$ cat config.mk
export PLATFORM = sky130hd
export DESIGN_NAME = bp_cac_io_master_flat
export DESIGN_NICKNAME = d
export VERILOG_FILES = /design/src/rtl/bp_cac_io_master.sv /design/src/rtl/bp_cac_io_master_if.sv /design/src/flat_wrapper.sv
export SDC_FILE = /design/constraint.sdc
export NUM_CORES = 1
export LEC_CHECK = 0
export ABC_AREA = 1
export BUFFER_PORTS_ARGS = -buffer_cell sky130_fd_sc_hd__buf_2
export CAP_MARGIN = 40
export CORE_AREA = 5 5 522 524
export DETAILED_ROUTE_END_ITERATION = 8
export DIE_AREA = 0 0 527 529
export PLACE_DENSITY = 0.3
export RECOVER_POWER = 100
export REMOVE_ABC_BUFFERS = 1
export SETUP_SLACK_MARGIN = 0.3
export SLEW_MARGIN = 20
export SYNTH_ARGS = -nofsm -noshare
export SYNTH_HDL_FRONTEND = slang
export SYNTH_SLANG_ARGS = --single-unit
$ cat constraint.sdc
create_clock -name clk_i -period 21.2 [get_ports clk_i]
set_clock_uncertainty 0.2 [all_clocks]
set_input_delay 4.24 -clock clk_i [delete_from_list [all_inputs] [get_ports clk_i]]
set_output_delay 4.24 -clock clk_i [all_outputs]
set_load 0.005 [all_outputs]
$ cat src/rtl/bp_cac_io_master.sv
// bp_cac_io_master: single-outstanding uncached I/O master that turns host
// read/write requests into CCE memory messages and returns completions,
// with a response timeout and draining of responses that arrive too late.
package bp_cac_io_pkg;
    typedef enum logic [1:0] { e_bp_inv_cfg = 2'd0 } bp_params_e;

    localparam int unsigned inv_paddr_width_gp     = 40;
    localparam int unsigned inv_dword_width_gp     = 64;
    localparam int unsigned inv_cce_block_width_gp = 512;

    function automatic int unsigned paddr_width_f(bp_params_e cfg);
        case (cfg)
            e_bp_inv_cfg: return inv_paddr_width_gp;
            default:      return inv_paddr_width_gp;
        endcase
    endfunction

    function automatic int unsigned dword_width_f(bp_params_e cfg);
        case (cfg)
            e_bp_inv_cfg: return inv_dword_width_gp;
            default:      return inv_dword_width_gp;
        endcase
    endfunction

    function automatic int unsigned cce_block_width_f(bp_params_e cfg);
        case (cfg)
            e_bp_inv_cfg: return inv_cce_block_width_gp;
            default:      return inv_cce_block_width_gp;
        endcase
    endfunction

    typedef enum logic [3:0] {
        e_cce_mem_rd    = 4'd0,
        e_cce_mem_wr    = 4'd1,
        e_cce_mem_uc_rd = 4'd2,
        e_cce_mem_uc_wr = 4'd3,
        e_cce_mem_pre   = 4'd4
    } bp_cce_mem_cmd_type_e;

    typedef enum logic [2:0] {
        e_mem_size_1  = 3'd0,
        e_mem_size_2  = 3'd1,
        e_mem_size_4  = 3'd2,
        e_mem_size_8  = 3'd3,
        e_mem_size_16 = 3'd4,
        e_mem_size_32 = 3'd5,
        e_mem_size_64 = 3'd6
    } bp_mem_msg_size_e;

    typedef struct packed {
        bp_cce_mem_cmd_type_e          msg_type;
        logic [15:0]                   payload;
        bp_mem_msg_size_e              size;
        logic [inv_paddr_width_gp-1:0] addr;
    } bp_cce_mem_msg_header_s;

    typedef struct packed {
        bp_cce_mem_msg_header_s            header;
        logic [inv_cce_block_width_gp-1:0] data;
    } bp_cce_mem_msg_s;
endpackage

module bp_cac_io_master
    import bp_cac_io_pkg::*;
#(
    parameter bp_params_e  bp_params_p      = e_bp_inv_cfg,
    parameter int unsigned timeout_cycles_p = 1024
) (
    input logic                clk_i,
    input logic                reset_i,
    bp_cac_io_master_if.master bus
);
    localparam int unsigned paddr_width_lp = paddr_width_f(bp_params_p);
    localparam int unsigned dword_width_lp = dword_width_f(bp_params_p);
    localparam int unsigned block_width_lp = cce_block_width_f(bp_params_p);
    localparam int unsigned cnt_width_lp   = $clog2(timeout_cycles_p);
    localparam logic [cnt_width_lp-1:0] cnt_last_lp = cnt_width_lp'(timeout_cycles_p - 1);

    typedef enum logic [1:0] { e_idle, e_send, e_wait, e_reply } state_e;

    state_e                    state_r, state_n;
    logic                      w_r, w_n;
    logic [paddr_width_lp-1:0] addr_r, addr_n;
    logic [dword_width_lp-1:0] data_r, data_n;
    logic [dword_width_lp-1:0] resp_data_r, resp_data_n;
    logic                      resp_err_r, resp_err_n;
    logic [cnt_width_lp-1:0]   cnt_r, cnt_n;
    logic                      stale_r, stale_n;

    bp_cce_mem_msg_s cmd, resp;
    logic            unused_resp_bits;

    assign resp = bus.io_resp_i;
    assign unused_resp_bits = ^{resp.header.payload, resp.header.size, resp.header.addr,
                                resp.data[block_width_lp-1:dword_width_lp]};

    // Command image is rebuilt from the latched request so it stays constant in e_send.
    always_comb begin
        cmd                 = '0;
        cmd.header.msg_type = w_r ? e_cce_mem_uc_wr : e_cce_mem_uc_rd;
        cmd.header.size     = e_mem_size_8;
        cmd.header.addr     = addr_r;
        if (w_r) begin
            cmd.data[dword_width_lp-1:0] = data_r;
        end
    end

    // State and datapath registers; reset abandons any transaction in flight.
    always_ff @(posedge clk_i or posedge reset_i) begin
        if (reset_i) begin
            state_r     <= e_idle;
            w_r         <= 1'b0;
            addr_r      <= '0;
            data_r      <= '0;
            resp_data_r <= '0;
            resp_err_r  <= 1'b0;
            cnt_r       <= '0;
            stale_r     <= 1'b0;
        end else begin
            state_r     <= state_n;
            w_r         <= w_n;
            addr_r      <= addr_n;
            data_r      <= data_n;
            resp_data_r <= resp_data_n;
            resp_err_r  <= resp_err_n;
            cnt_r       <= cnt_n;
            stale_r     <= stale_n;
        end
    end

    // Next-state and output decode.
    always_comb begin
        state_n     = state_r;
        w_n         = w_r;
        addr_n      = addr_r;
        data_n      = data_r;
        resp_data_n = resp_data_r;
        resp_err_n  = resp_err_r;
        cnt_n       = cnt_r;
        stale_n     = stale_r;

        bus.host_ready_o     = 1'b0;
        bus.host_resp_v_o    = 1'b0;
        bus.host_resp_data_o = '0;
        bus.host_resp_err_o  = 1'b0;
        bus.io_cmd_o         = '0;
        bus.io_cmd_v_o       = 1'b0;
        bus.io_resp_yumi_o   = 1'b0;

        unique case (state_r)
            e_idle: begin
                bus.host_ready_o   = 1'b1;
                bus.io_resp_yumi_o = bus.io_resp_v_i;
                if (bus.io_resp_v_i) begin
                    stale_n = 1'b0;
                end
                if (bus.host_v_i) begin
                    w_n     = bus.host_w_i;
                    addr_n  = bus.host_addr_i;
                    data_n  = bus.host_data_i;
                    state_n = e_send;
                end
            end
            e_send: begin
                bus.io_cmd_v_o = 1'b1;
                bus.io_cmd_o   = cmd;
                // Only a response owed to a timed-out transaction is taken here.
                if (stale_r && bus.io_resp_v_i) begin
                    bus.io_resp_yumi_o = 1'b1;
                    stale_n            = 1'b0;
                end
                if (bus.io_cmd_ready_i) begin
                    cnt_n   = '0;
                    state_n = e_wait;
                end
            end
            e_wait: begin
                bus.io_resp_yumi_o = bus.io_resp_v_i;
                // A live response beats a timeout landing on the same cycle.
                if (bus.io_resp_v_i && !stale_r) begin
                    state_n = e_reply;
                    if (resp.header.msg_type != cmd.header.msg_type) begin
                        resp_data_n = '0;
                        resp_err_n  = 1'b1;
                    end else begin
                        resp_data_n = w_r ? '0 : resp.data[dword_width_lp-1:0];
                        resp_err_n  = 1'b0;
                    end
                end else begin
                    if (bus.io_resp_v_i) begin
                        stale_n = 1'b0;
                    end
                    if (cnt_r == cnt_last_lp) begin
                        resp_data_n = '1;
                        resp_err_n  = 1'b1;
                        stale_n     = 1'b1;
                        state_n     = e_reply;
                    end else begin
                        cnt_n = cnt_r + 1'b1;
                    end
                end
            end
            e_reply: begin
                bus.host_resp_v_o    = 1'b1;
                bus.host_resp_data_o = resp_data_r;
                bus.host_resp_err_o  = resp_err_r;
                bus.io_resp_yumi_o   = bus.io_resp_v_i;
                if (bus.io_resp_v_i) begin
                    stale_n = 1'b0;
                end
                if (bus.host_resp_yumi_i) begin
                    state_n = e_idle;
                end
            end
            default: state_n = e_idle;
        endcase

        // State is already e_idle during reset; these two would otherwise follow it.
        if (reset_i) begin
            bus.host_ready_o   = 1'b0;
            bus.io_resp_yumi_o = 1'b0;
        end
    end
endmodule

$ cat src/rtl/bp_cac_io_master_if.sv
// Host and I/O-side signal bundle for bp_cac_io_master.
// master: the bridge itself; slave: the host plus accelerator environment.
interface bp_cac_io_master_if #(
    parameter int unsigned paddr_width_p = 40,
    parameter int unsigned dword_width_p = 64,
    parameter int unsigned msg_width_p   = 575
);
    logic                     host_v_i;
    logic                     host_w_i;
    logic [paddr_width_p-1:0] host_addr_i;
    logic [dword_width_p-1:0] host_data_i;
    logic                     host_ready_o;
    logic                     host_resp_v_o;
    logic [dword_width_p-1:0] host_resp_data_o;
    logic                     host_resp_err_o;
    logic                     host_resp_yumi_i;
    logic [msg_width_p-1:0]   io_cmd_o;
    logic                     io_cmd_v_o;
    logic                     io_cmd_ready_i;
    logic [msg_width_p-1:0]   io_resp_i;
    logic                     io_resp_v_i;
    logic                     io_resp_yumi_o;

    modport master (
        input  host_v_i, host_w_i, host_addr_i, host_data_i, host_resp_yumi_i,
        input  io_cmd_ready_i, io_resp_i, io_resp_v_i,
        output host_ready_o, host_resp_v_o, host_resp_data_o, host_resp_err_o,
        output io_cmd_o, io_cmd_v_o, io_resp_yumi_o
    );

    modport slave (
        output host_v_i, host_w_i, host_addr_i, host_data_i, host_resp_yumi_i,
        output io_cmd_ready_i, io_resp_i, io_resp_v_i,
        input  host_ready_o, host_resp_v_o, host_resp_data_o, host_resp_err_o,
        input  io_cmd_o, io_cmd_v_o, io_resp_yumi_o
    );
endinterface

$ cat src/flat_wrapper.sv
// flat-port wrapper written by rule: the top's interface ports become plain ports
module bp_cac_io_master_flat import bp_cac_io_pkg::*;
#(
    parameter bp_params_e  bp_params_p      = e_bp_inv_cfg,
    parameter int unsigned timeout_cycles_p = 1024
)
  (clk_i, reset_i, bus_host_v_i, bus_host_w_i, bus_host_addr_i, bus_host_data_i, bus_host_resp_yumi_i, bus_io_cmd_ready_i, bus_io_resp_i, bus_io_resp_v_i, bus_host_ready_o, bus_host_resp_v_o, bus_host_resp_data_o, bus_host_resp_err_o, bus_io_cmd_o, bus_io_cmd_v_o, bus_io_resp_yumi_o);
  bp_cac_io_master_if #(.paddr_width_p(40), .dword_width_p(64), .msg_width_p($bits(bp_cce_mem_msg_s))) bus_i ();
  input logic clk_i;
  input logic reset_i;
  input wire logic [$bits(bus_i.host_v_i)-1:0] bus_host_v_i;
  input wire logic [$bits(bus_i.host_w_i)-1:0] bus_host_w_i;
  input wire logic [$bits(bus_i.host_addr_i)-1:0] bus_host_addr_i;
  input wire logic [$bits(bus_i.host_data_i)-1:0] bus_host_data_i;
  input wire logic [$bits(bus_i.host_resp_yumi_i)-1:0] bus_host_resp_yumi_i;
  input wire logic [$bits(bus_i.io_cmd_ready_i)-1:0] bus_io_cmd_ready_i;
  input wire logic [$bits(bus_i.io_resp_i)-1:0] bus_io_resp_i;
  input wire logic [$bits(bus_i.io_resp_v_i)-1:0] bus_io_resp_v_i;
  output wire logic [$bits(bus_i.host_ready_o)-1:0] bus_host_ready_o;
  output wire logic [$bits(bus_i.host_resp_v_o)-1:0] bus_host_resp_v_o;
  output wire logic [$bits(bus_i.host_resp_data_o)-1:0] bus_host_resp_data_o;
  output wire logic [$bits(bus_i.host_resp_err_o)-1:0] bus_host_resp_err_o;
  output wire logic [$bits(bus_i.io_cmd_o)-1:0] bus_io_cmd_o;
  output wire logic [$bits(bus_i.io_cmd_v_o)-1:0] bus_io_cmd_v_o;
  output wire logic [$bits(bus_i.io_resp_yumi_o)-1:0] bus_io_resp_yumi_o;
  assign bus_i.host_v_i = bus_host_v_i;
  assign bus_i.host_w_i = bus_host_w_i;
  assign bus_i.host_addr_i = bus_host_addr_i;
  assign bus_i.host_data_i = bus_host_data_i;
  assign bus_i.host_resp_yumi_i = bus_host_resp_yumi_i;
  assign bus_i.io_cmd_ready_i = bus_io_cmd_ready_i;
  assign bus_i.io_resp_i = bus_io_resp_i;
  assign bus_i.io_resp_v_i = bus_io_resp_v_i;
  assign bus_host_ready_o = bus_i.host_ready_o;
  assign bus_host_resp_v_o = bus_i.host_resp_v_o;
  assign bus_host_resp_data_o = bus_i.host_resp_data_o;
  assign bus_host_resp_err_o = bus_i.host_resp_err_o;
  assign bus_io_cmd_o = bus_i.io_cmd_o;
  assign bus_io_cmd_v_o = bus_i.io_cmd_v_o;
  assign bus_io_resp_yumi_o = bus_i.io_resp_yumi_o;
  bp_cac_io_master #(.bp_params_p(bp_params_p), .timeout_cycles_p(timeout_cycles_p)) u_core (.clk_i(clk_i), .reset_i(reset_i), .bus(bus_i));
endmodule
==> impl_summary.md <==
Run status
The flow ran to the end, but the final reports show violations. The checks that failed: capacitance limit, slew limit.

Drt
The routed length on met2 is 37.1 mm. The number of optimization iterations in the first detailed-route pass is 5. The highest metal layer carrying signal wires in the routed design is met5.

The routed via count is 10,100. The DRC violations left is 0. The number of nets with antenna violations after routing is 0. For this block, wires on met1 add up to 22.7 mm. The number of vias per cell after detailed routing is 1.83. The first routing iteration left 329 violations. The final wirelength is 71.9 mm. Detailed routing placed a total of 8.93 mm of wire on met3.

Dividing the detail-routed wire length by the instance count gives 13.1 µm.

Floorplanning
Once the floorplan was initialized, standard cells occupied 4.66% of the core. The total core area is 267,000 µm². The initialized floorplan defines 190 standard-cell rows. The die is 529 µm tall. The die covers 279,000 µm². The number of placed I/O pins is 1,330. The die width is 527 µm.

Power and ir drop
The sequential share of power is 33.6%. The clock power share is 23.7%. The internal cell power is 973 µW. VDD sags by at most 47.1 µV. The power share of the combinational group is 42.8%. In this run switching power makes up 44.3% of total power. The leakage component of the power is 0.00786 µW. In this run the power spent charging and discharging nets is 775 µW.

Dividing total power by cell area gives a power density of 101 nW/µm².

Clock tree
The clock passes through at most 3 buffers. The clock tree synthesis step divided the H-tree into 4 levels. The post-CTS setup buffer count is 0. The root buffer cell chosen for the clock tree is clkbuf_16. The TritonCTS clock tree is yes. The number of buffers created by CTS is 25.

The post-cts hold buffer count is 0. The worst-skew pair later-pin latency is 0.54 ns. The clock-pin slew reported for the worst setup and hold paths after clock tree synthesis is 0.08 ns. The number of gates resized after CTS was 0.

The clock drives 183 sinks.

Min path
The worst hold path belongs to the class register to register.

Setup path
The required arrival time at the worst endpoint is 16.76 ns. The biggest fanout along the worst timing path is 77. The critical setup path kind is input port to output port. Data arrives at the worst endpoint at 8.85 ns.

Walking the worst path, the cells encountered are clkbuf_1 -> clkinvlp_2 -> nand2_1 -> a21oi_1 -> clkbuf_1. The nature of the critical path endpoint is an output port. For this run, the slowest stage of the critical path takes 3.21 ns.

STA classifies the critical path startpoint as an input port. Counting stages on the worst path, the most repeated cell is clkbuf_1. The critical path's slowest cell is clkinvlp_2.

Synthesis
Among all flip-flop cells after synthesis, the most frequent one is dfrtp_1. The cell area after synthesis is 12,500 µm². The register bit total from synthesis is 183. In the synthesized netlist the async set-or-reset flop fraction comes to 100%.

The post-synthesis average cell area is 7.86 µm². During synthesis, Yosys emitted a total of 0 warnings. The number of enable-type register cells in the synthesized netlist is 0.

Synthesis instantiated 25 different standard cells from the library. The share of the yosys chip area belonging to registers is 36.8%. Synthesis produced 1,584 cells.

GRT
The initial antenna violation count is 79. The first global-routing pass estimated 88.2 mm of wire. The residual overflow from global routing is 0. The number of global-route vias before repair is 8,938. The maximum number of pins on one net before global-route repair is 89.

For this run, the total global-route usage over all layers was measured as 4.83%.

Final layout
Summing all multi-input logic gate instances after layout gives 5040 µm². For this run, the share of the core covered by cells in the final layout is 6.47%. The number of fill cells in the layout is 31,600. Summing all flip-flop and latch instances after layout gives 4580 µm². The area growth from synthesis to layout is 38.8%. The post-route netlist has 15.6% of its cells at a drive strength greater than 1. The post-layout net count is 2,606.

Timing
Setup repair after global routing left no endpoint under its margin. The final hold violation count came to 0. The number of slew-limit violations in the final report is 484.

The final setup TNS is 0 ns. The max-slew headroom at the worst pin is -190%. Static timing analysis puts the maximum clock frequency at 75.2 MHz. For the pin with the worst max-slew slack, the measured transition is 4.32 ns. The worst-case setup margin in the final layout is 7.91 ns. The final period utilization is 62.7%. The smallest hold slack is 0.277 ns. Setup violations remaining at the end of the flow were counted as 0.

The smallest clock period supported by the final layout is computed as 13.29 ns.

Flow run
Max-cap violations in this run came to 11.

Placement
The congestion estimate from routability-driven global placement came to 0.691. The count of buffers from port buffering is 355. The detailed placement HPWL is 60.7 mm.

OpenSTA, run right after detailed placement, puts the worst setup slack at 11.11 ns.
[power groups by stage]
stage	combinational [µW]	clock, µW	sequential [µW]
floorplan	412	0	573
global placement	810	0	595
detailed placement	825	0	597
CTS	828	447	590
global route	866	454	606
finish	748	413	587
[layer usage]
metal  GRT usage [%]  vias up
met5               0        -
met4            2.00       18
met3            2.62      157
met2            8.94      671
met1            4.36     4657
li1                -     4563
[final cells by class]
cell class	instances	share of cell area, %
Timing Repair Buffer	374	9.93
Multi-Input combinational cell	1126	29.2
Antenna cell	17	0.246
Tap cell	3552	25.7
Clock inverter	3	0.130
Inverter	203	4.42
Clock buffer	30	3.90
Sequential cell	183	26.5
[cell usage after synthesis (4+ instances only)]
library cell,instances,area (µm²)
buf_4,472,3540
dfrtp_1,183,4580
mux2_2,41,462
inv_1,201,754
a21oi_1,107,536
buf_6,4,45.0
ha_1,7,87.6
clkbuf_1,31,116
nor2_1,199,747
a21oi_2,14,123
nand4_1,58,363
buf_1,17,63.8
nand3_1,9,45.0
o21ai_0,14,70.1
buf_2,14,70.1
nand2_1,198,743
[logic make-up after synthesis]
| kind of cell | synth area share [%] |
|---|---|
| flip-flops | 36.8 |
| multiplexers | 3.71 |
| adder cells (fa/ha/maj) | 0.703 |
| XOR/XNOR | 0.211 |
| other | 0.0301 |
| AND/OR/NAND/NOR | 15.7 |
| AO/OA/AOI/OAI | 5.97 |
| buffers and inverters | 36.9 |
[flip-flops by register name, summed over array words and instances (netlist names)]
name                flops
u_core.cnt_r           10
u_core.resp_err_r       1
u_core.stale_r          1
u_core.w_r              1
u_core.addr_r          40
u_core.data_r          64
u_core.resp_data_r     64
u_core.state_r          2
[worst max-delay path: cells and delay by family]
family / cells / cell delay [ns]
buffers and inverters: 3 / 3.76
AND/OR/NAND/NOR: 1 / 0.68
AO/OA/AOI/OAI: 1 / 0.10
[through the flow]
stage,instance area [µm²],power [µW],instances
after global routing,17300,1930,5476
final,17300,1750,5488
after global placement,16700,1400,5431
after CTS,17600,1870,5469
after floorplan,10400,985,1512
after detailed placement,16900,1420,5436
[worst paths after layout]
check | from | endpoint | slack (ns) | depth (start not counted)
hold / removal | u_core.resp_data_r[60] | u_core.resp_data_r[60] | 0.28 | 2
min in group asynchronous | reset_i | u_core.resp_data_r[7] | 4.89 | 2
max in group asynchronous | reset_i | u_core.data_r[11] | 10.34 | 5
hold reg to reg | u_core.resp_data_r[60] | u_core.resp_data_r[60] | 0.28 | 2
setup reg to reg | u_core.state_r[0] | u_core.cnt_r[9] | 14.82 | 11
setup / recovery | reset_i | bus_io_resp_yumi_o | 7.91 | 5
[layout by cell type (no fill, tap or decap), drive strengths merged]
cell | synthesis | final
xnor2 | 3 | 3
ha | 7 | 7
clkbuf | 31 | 199
o21a | 1 | 1
inv | 203 | 204
clkinvlp | 0 | 1
clkinv | 0 | 1
o21bai | 1 | 1
dfrtp | 183 | 183
nand3 | 9 | 9
nand4 | 58 | 58
nor2 | 201 | 201
nand2 | 201 | 201
nor3b | 2 | 2
conb | 1 | 467
mux2 | 41 | 41
diode | 0 | 17
a21oi | 121 | 121
o21ai | 14 | 14
buf | 507 | 205
Note: power is estimated with default switching activity, not from simulation.
